==> src/rtl/data_mem_pkg.sv <==
// ---------------------------------------------------------------------------
// data_mem_pkg : shared types for the data-memory arbiter  |  rev 1.0
// ---------------------------------------------------------------------------
`default_nettype none

package data_mem_pkg;

  typedef enum logic [1:0] {
    IDLE  = 2'd0,
    GRANT = 2'd1,
    RESP  = 2'd2
  } arb_state_t;

  typedef enum logic {
    OWN_P = 1'b0,
    OWN_L = 1'b1
  } owner_t;

  localparam int unsigned DMEM_WORD_BYTES = 8;

endpackage

`default_nettype wire

==> src/rtl/data_mem_arbiter.sv <==
// ---------------------------------------------------------------------------
// data_mem_arbiter : P/L arbiter and sequencer for the data memory  |  rev 1.0
// ---------------------------------------------------------------------------
`default_nettype none

module data_mem_arbiter
  import data_mem_pkg::*;
#(
  parameter int unsigned MEM_BYTES = 256,
  parameter int unsigned MAX_WAIT  = 4
) (
  input  logic        clk_i,
  input  logic        rst_ni,
  input  logic        p_req_i,
  input  logic        p_we_i,
  input  logic [63:0] p_adr_i,
  input  logic [63:0] p_wdata_i,
  input  logic        l_req_i,
  input  logic        l_we_i,
  input  logic [63:0] l_adr_i,
  input  logic [63:0] l_wdata_i,
  output logic        p_ack_o,
  output logic [63:0] p_rdata_o,
  output logic        p_err_o,
  output logic        l_ack_o,
  output logic [63:0] l_rdata_o,
  output logic        l_err_o,
  output logic        p_stall_o,
  output logic [63:0] mem_adr_o,
  output logic [63:0] mem_datain_o,
  output logic        mem_w_o,
  output logic        mem_r_o,
  input  logic [63:0] mem_dataout_i
);

  localparam int unsigned LW = $clog2(MAX_WAIT + 1);
  localparam logic [LW-1:0] LWAIT_MAX = LW'(MAX_WAIT);
  localparam logic [63:0] ADR_LIMIT = 64'(MEM_BYTES - DMEM_WORD_BYTES);

  // Unsigned compare: huge addresses never wrap into low memory.
  function automatic logic in_range(input logic [63:0] adr);
    return adr <= ADR_LIMIT;
  endfunction

  arb_state_t    state_q, state_d;
  owner_t        owner_q, owner_d;
  logic [LW-1:0] lwait_q, lwait_d;
  logic          p_ack_q, p_ack_d, l_ack_q, l_ack_d;
  logic          p_err_q, p_err_d, l_err_q, l_err_d;
  logic [63:0]   p_rdata_q, p_rdata_d, l_rdata_q, l_rdata_d;

  logic          sel_we;
  logic [63:0]   sel_adr;
  logic [63:0]   sel_wdata;
  logic          sel_ok;
  logic          in_grant;

  assign sel_we    = (owner_q == OWN_L) ? l_we_i    : p_we_i;
  assign sel_adr   = (owner_q == OWN_L) ? l_adr_i   : p_adr_i;
  assign sel_wdata = (owner_q == OWN_L) ? l_wdata_i : p_wdata_i;
  assign sel_ok    = in_range(sel_adr);
  assign in_grant  = (state_q == GRANT);

  // Enables come straight from state_q, so an async reset kills them at once.
  assign mem_adr_o    = in_grant ? sel_adr   : 64'd0;
  assign mem_datain_o = in_grant ? sel_wdata : 64'd0;
  assign mem_w_o      = in_grant & sel_ok & sel_we;
  assign mem_r_o      = in_grant & sel_ok & ~sel_we;

  always_comb begin
    state_d   = state_q;
    owner_d   = owner_q;
    lwait_d   = lwait_q;
    p_ack_d   = 1'b0;
    l_ack_d   = 1'b0;
    p_err_d   = p_err_q;
    l_err_d   = l_err_q;
    p_rdata_d = p_rdata_q;
    l_rdata_d = l_rdata_q;
    case (state_q)
      IDLE: begin
        if (p_req_i || l_req_i) begin
          state_d = GRANT;
          if (l_req_i && (!p_req_i || lwait_q == LWAIT_MAX)) begin
            owner_d = OWN_L;
            lwait_d = '0;
          end else begin
            owner_d = OWN_P;
            if (l_req_i && lwait_q != LWAIT_MAX) lwait_d = lwait_q + LW'(1);
          end
        end
      end
      GRANT: begin
        state_d = RESP;
        if (owner_q == OWN_L) begin
          l_ack_d   = 1'b1;
          l_err_d   = ~sel_ok;
          l_rdata_d = (sel_ok && !sel_we) ? mem_dataout_i : 64'd0;
        end else begin
          p_ack_d   = 1'b1;
          p_err_d   = ~sel_ok;
          p_rdata_d = (sel_ok && !sel_we) ? mem_dataout_i : 64'd0;
        end
      end
      RESP:    state_d = IDLE;
      default: state_d = IDLE;
    endcase
  end

  always_ff @(posedge clk_i or negedge rst_ni) begin
    if (!rst_ni) begin
      state_q   <= IDLE;
      owner_q   <= OWN_P;
      lwait_q   <= '0;
      p_ack_q   <= 1'b0;
      l_ack_q   <= 1'b0;
      p_err_q   <= 1'b0;
      l_err_q   <= 1'b0;
      p_rdata_q <= 64'd0;
      l_rdata_q <= 64'd0;
    end else begin
      state_q   <= state_d;
      owner_q   <= owner_d;
      lwait_q   <= lwait_d;
      p_ack_q   <= p_ack_d;
      l_ack_q   <= l_ack_d;
      p_err_q   <= p_err_d;
      l_err_q   <= l_err_d;
      p_rdata_q <= p_rdata_d;
      l_rdata_q <= l_rdata_d;
    end
  end

  assign p_ack_o   = p_ack_q;
  assign l_ack_o   = l_ack_q;
  assign p_err_o   = p_err_q;
  assign l_err_o   = l_err_q;
  assign p_rdata_o = p_rdata_q;
  assign l_rdata_o = l_rdata_q;
  assign p_stall_o = p_req_i & ~p_ack_q;

endmodule

`default_nettype wire
==> config.mk <==
export PLATFORM = sky130hd
export DESIGN_NAME = data_mem_arbiter
export DESIGN_NICKNAME = d
export VERILOG_FILES = /design/src/rtl/data_mem_pkg.sv /design/src/rtl/data_mem_arbiter.sv
export SDC_FILE = /design/constraint.sdc
export NUM_CORES = 1
export LEC_CHECK = 0
export ABC_AREA = 1
export CAP_MARGIN = 20
export CELL_PAD_IN_SITES_DETAIL_PLACEMENT = 0
export CELL_PAD_IN_SITES_GLOBAL_PLACEMENT = 1
export CORE_AREA = 3 3 226 228
export CTS_CLUSTER_SIZE = 20
export DETAILED_ROUTE_END_ITERATION = 6
export DIE_AREA = 0 0 229 231
export GPL_TIMING_DRIVEN = 0
export HOLD_SLACK_MARGIN = 0.15
export PLACE_DENSITY = 0.64
export SLEW_MARGIN = 20
export SYNTH_ARGS = -nofsm -noshare
export SYNTH_HDL_FRONTEND = slang
export SYNTH_SLANG_ARGS = --single-unit
export TNS_END_PERCENT = 10
==> constraint.sdc <==
create_clock -name clk_i -period 4 [get_ports clk_i]
set_input_delay 0.4 -clock clk_i [delete_from_list [all_inputs] [get_ports clk_i]]
set_output_delay 0.4 -clock clk_i [all_outputs]
set_load 0.005 [all_outputs]
==> reports/qor.yml <==
status: "complete, no violations"
pwr-share-seq_pct: 23.3
fin_crit_sh_pct: 93.58
io_pins: 589
finalCoreUtilization_pct: 30.81
cts-buffers-inserted: 17
slew_viol_final: 0
cp.required_ps: 3600
hold_viol_final: 0
placed_area_mm2: 0.01452
cts_tree: "yes"
cp.arrival_ps: 3340
crit_slowest_cell: "clkdlybuf4s50_1"
r2r_start: "owner_q"
finalClockSkew_ps: 9.518
final_nets: 1985
grt_use_total_pct: 18.08
final_area_mm2: 0.01511
area_growth_syn_to_layout_pct: 94.44
synth_area_per_cell_um2: 7.422
fin_crit_ps: 3743
worstHoldStart: "state_q[1]"
avgRoutedWirePerCell_um: 20.95
synth_cell_types: 25
path_max_fanout: 10
critPathKind: "reg2out"
drt_iter0_drc: 510
sw_frac_of_total_pct: 40.78
syn_nets: 1375
cell_internal_pwr_mw: 4.193
clkPwrFrac_pct: 21.1
finalWeightedCongestion: 0.9365
worst_path_largest_cell_delay_ps: 610
syn_area_mm2: 0.007771
grt_pass1_wl_um: 70930
p_per_area_mw_per_mm2: 468.6
fp.dieArea_mm2: 0.05290
cts-root-buf: "clkbuf_16"
core_area_mm2: 0.04905
firstDrtPassIters: 5
dp_hpwl_um: 39410
globalRouteOverflowTotal: 0
clockBufferDepth: 2
rrSetupSlack_ps: 990
port_buffers: 588
dr_total_vias: 9735
end_kind: "output port"
fmax_mhz: 267.1
whs_endpoint: "state_q[1]"
clock_latency_ps: 450
synth_cells: 1047
peakVddDrop_v: 0.0003184
fp.dieW_um: 229
nFillCells: 5325
p_leak_nw: 6.834
cp_cell_sequence: "buf_4, inv_2, buf_1, o21ai_0, nand3_1, nand3_1, nand3_1, nor2_4, buf_4, nand2_1, nor2_1, clkdlybuf4s50_1"
combPwrFrac_pct: 55.6
clkTransAtPathRegs_ps: 60
ys_seq_area_share_pct: 44.44
crit_top_cell: "nand3_1"
viasPerCell: 4.160
rsz0062_at_grt: "true"
grt_pass1_vias: 10140
drc: 0
place_inst: 2300
path_delay_family: "buffers and inverters"
grt_max_degree: 76
hp-class: "reg2reg"
layout-drive-gt1-share_pct: 4.132
setup_viol: 0
crit_buf_inv: 5
fin_tns_setup_ps: 0
regToRegEndpoint: "p_rdata_o[8]"
tightest_slew_ps: 902.6
maxCapViolCount: 0
cts_htree_levels: 4
p_switching_mw: 2.887
min_path_cells: 1
worstSetupStartpointType: "register"
start_util_pct: 15.84
slew_headroom_pct: 39.83
clkSinkCount: 138
die_h_um: 231
synth-seq-cells: 138
row_count: 81
yosys_warnings: 0
antenna_found_initial: 8
wl_um: 49020
whs_ps: 451.1
fin_cells: 2340
r2r_cells: 7
antenna_left: 0
[sequential cells by signal (all words and copies together), names as in the netlist]
signal and count:
l_rdata_o 64, p_rdata_o 64, lwait_q 3, state_q 2
l_ack_o 1, l_err_o 1, owner_q 1, p_ack_o 1
p_err_o 1
[synthesized netlist by cell type]
master	instances	area [um2]
o21a_1	1	7.510
buf_2	12	60.06
nor4_1	1	6.260
o21ai_0	21	105.1
or2_2	4	25.02
or2_1	4	25.02
nand2_1	412	1546
buf_4	1	7.510
mux2i_1	5	50.05
nand3_1	10	50.05
a21oi_1	22	110.1
buf_6	12	135.1
ha_1	2	25.02
buf_1	20	75.07
inv_1	61	229.0
o21ai_1	4	20.02
nor2_1	75	281.5
xor2_1	1	8.760
a22o_1	64	560.5
clkbuf_1	46	172.7
nand4_1	128	800.8
nor2_2	1	6.260
o22ai_1	1	6.260
inv_2	1	3.750
dfrtp_1	138	3453
[routing by layer]
layer	vias to the layer above	GRT usage, %	wire, um
li1	4713	-	-
met5	-	0	41
met3	34	6.083	3714
met2	367	31.52	24060
met4	6	4.118	688
met1	4615	21.52	20520
[placed cells by master (no fill, tap or decap), types with 2 or more instances in the layout]
| cell | instances |
|---|---|
| inv_6 | 3 |
| buf_6 | 12 |
| nand3_1 | 10 |
| o21ai_1 | 7 |
| diode_2 | 6 |
| clkinvlp_4 | 4 |
| o21ai_0 | 18 |
| or2_2 | 4 |
| buf_4 | 3 |
| clkbuf_1 | 43 |
| buf_1 | 21 |
| nor2_4 | 2 |
| clkbuf_16 | 17 |
| nor2_1 | 74 |
| or2_1 | 4 |
| mux2i_1 | 5 |
| nand4_1 | 128 |
| inv_1 | 61 |
| dfrtp_1 | 138 |
| a22o_1 | 64 |
| ha_1 | 2 |
| clkbuf_2 | 2 |
| clkinv_4 | 2 |
| a21oi_1 | 22 |
| clkdlybuf4s50_1 | 587 |
| buf_2 | 11 |
| nand2_1 | 412 |
| clkinv_2 | 4 |
[cells by family after synthesis]
logic type,synth area share (%)
simple gates,35.28
flops,44.44
compound gates,10.42
fa+ha+maj,0.3220
xor+xnor,0.1127
mux,0.6440
buf+inv,8.791
[area by class of cell]
type / count / area, um2 / share of cell area, %
multi-input combinational: 756 / 3647 / 24.14
inverter: 62 / 232.7 / 1.540
clock buffer: 19 / 442.9 / 2.931
buffer: 91 / 459.2 / 3.039
timing repair buffer: 591 / 5936 / 39.28
clock inverter: 13 / 93.84 / 0.6210
tap: 664 / 830.8 / 5.498
antenna: 6 / 15.01 / 0.09936
sequential: 138 / 3453 / 22.85
[how the worst max path moves through the flow]
stage                 start          endpoint  depth (start not counted)
detailed placement  owner_q  mem_datain_o[28]                          8
CTS                 owner_q           mem_r_o                         12
floorplan           owner_q           mem_r_o                         11
global placement     rst_ni      l_rdata_o[8]                          1
finish              owner_q           mem_r_o                         12
global route        owner_q           mem_r_o                         12
[worst reg2reg max path, delay by kind of cell (launching register included)]
| kind | cells | cell delay [ps] |
|---|---|---|
| simple gates | 2 | 360 |
| buf+inv | 4 | 1850 |
| flops | 1 | 320 |
| mux | 1 | 420 |
[power by group through the flow]
| stage | Sequential [mW] | Clock, mW | Combinational, mW |
|---|---|---|---|
| 3_5_place_dp | 1.67 | 0 | 4.00 |
| 6_report | 1.65 | 1.49 | 3.93 |
| 3_3_place_gp | 1.67 | 0 | 4.01 |
| 2_1_floorplan | 1.67 | 0 | 1.53 |
| 5_1_grt | 1.67 | 1.61 | 4.28 |
| 4_1_cts | 1.65 | 1.55 | 4.03 |
[repair_timing]
action                                  in CTS  in global routing
cloned                                       0                  0
setup buffers                                0                  1
hold buffers                                 1                  0
hold endpoints to repair                    63                  0
endpoints found under the setup margin      51                  8
pin swaps                                    0                  1
gates resized for setup                      9                  4
[metrics by stage]
stage / power [mW] / worst slack [ps]
after global routing: 7.563 / -6.778
after floorplan: 3.205 / 1799
after detailed placement: 5.674 / -111.2
final: 7.080 / 256.7
after CTS: 7.229 / -2.728
after global placement: 5.681 / -3685
No activity file was read; power rests on OpenSTA's default activity.
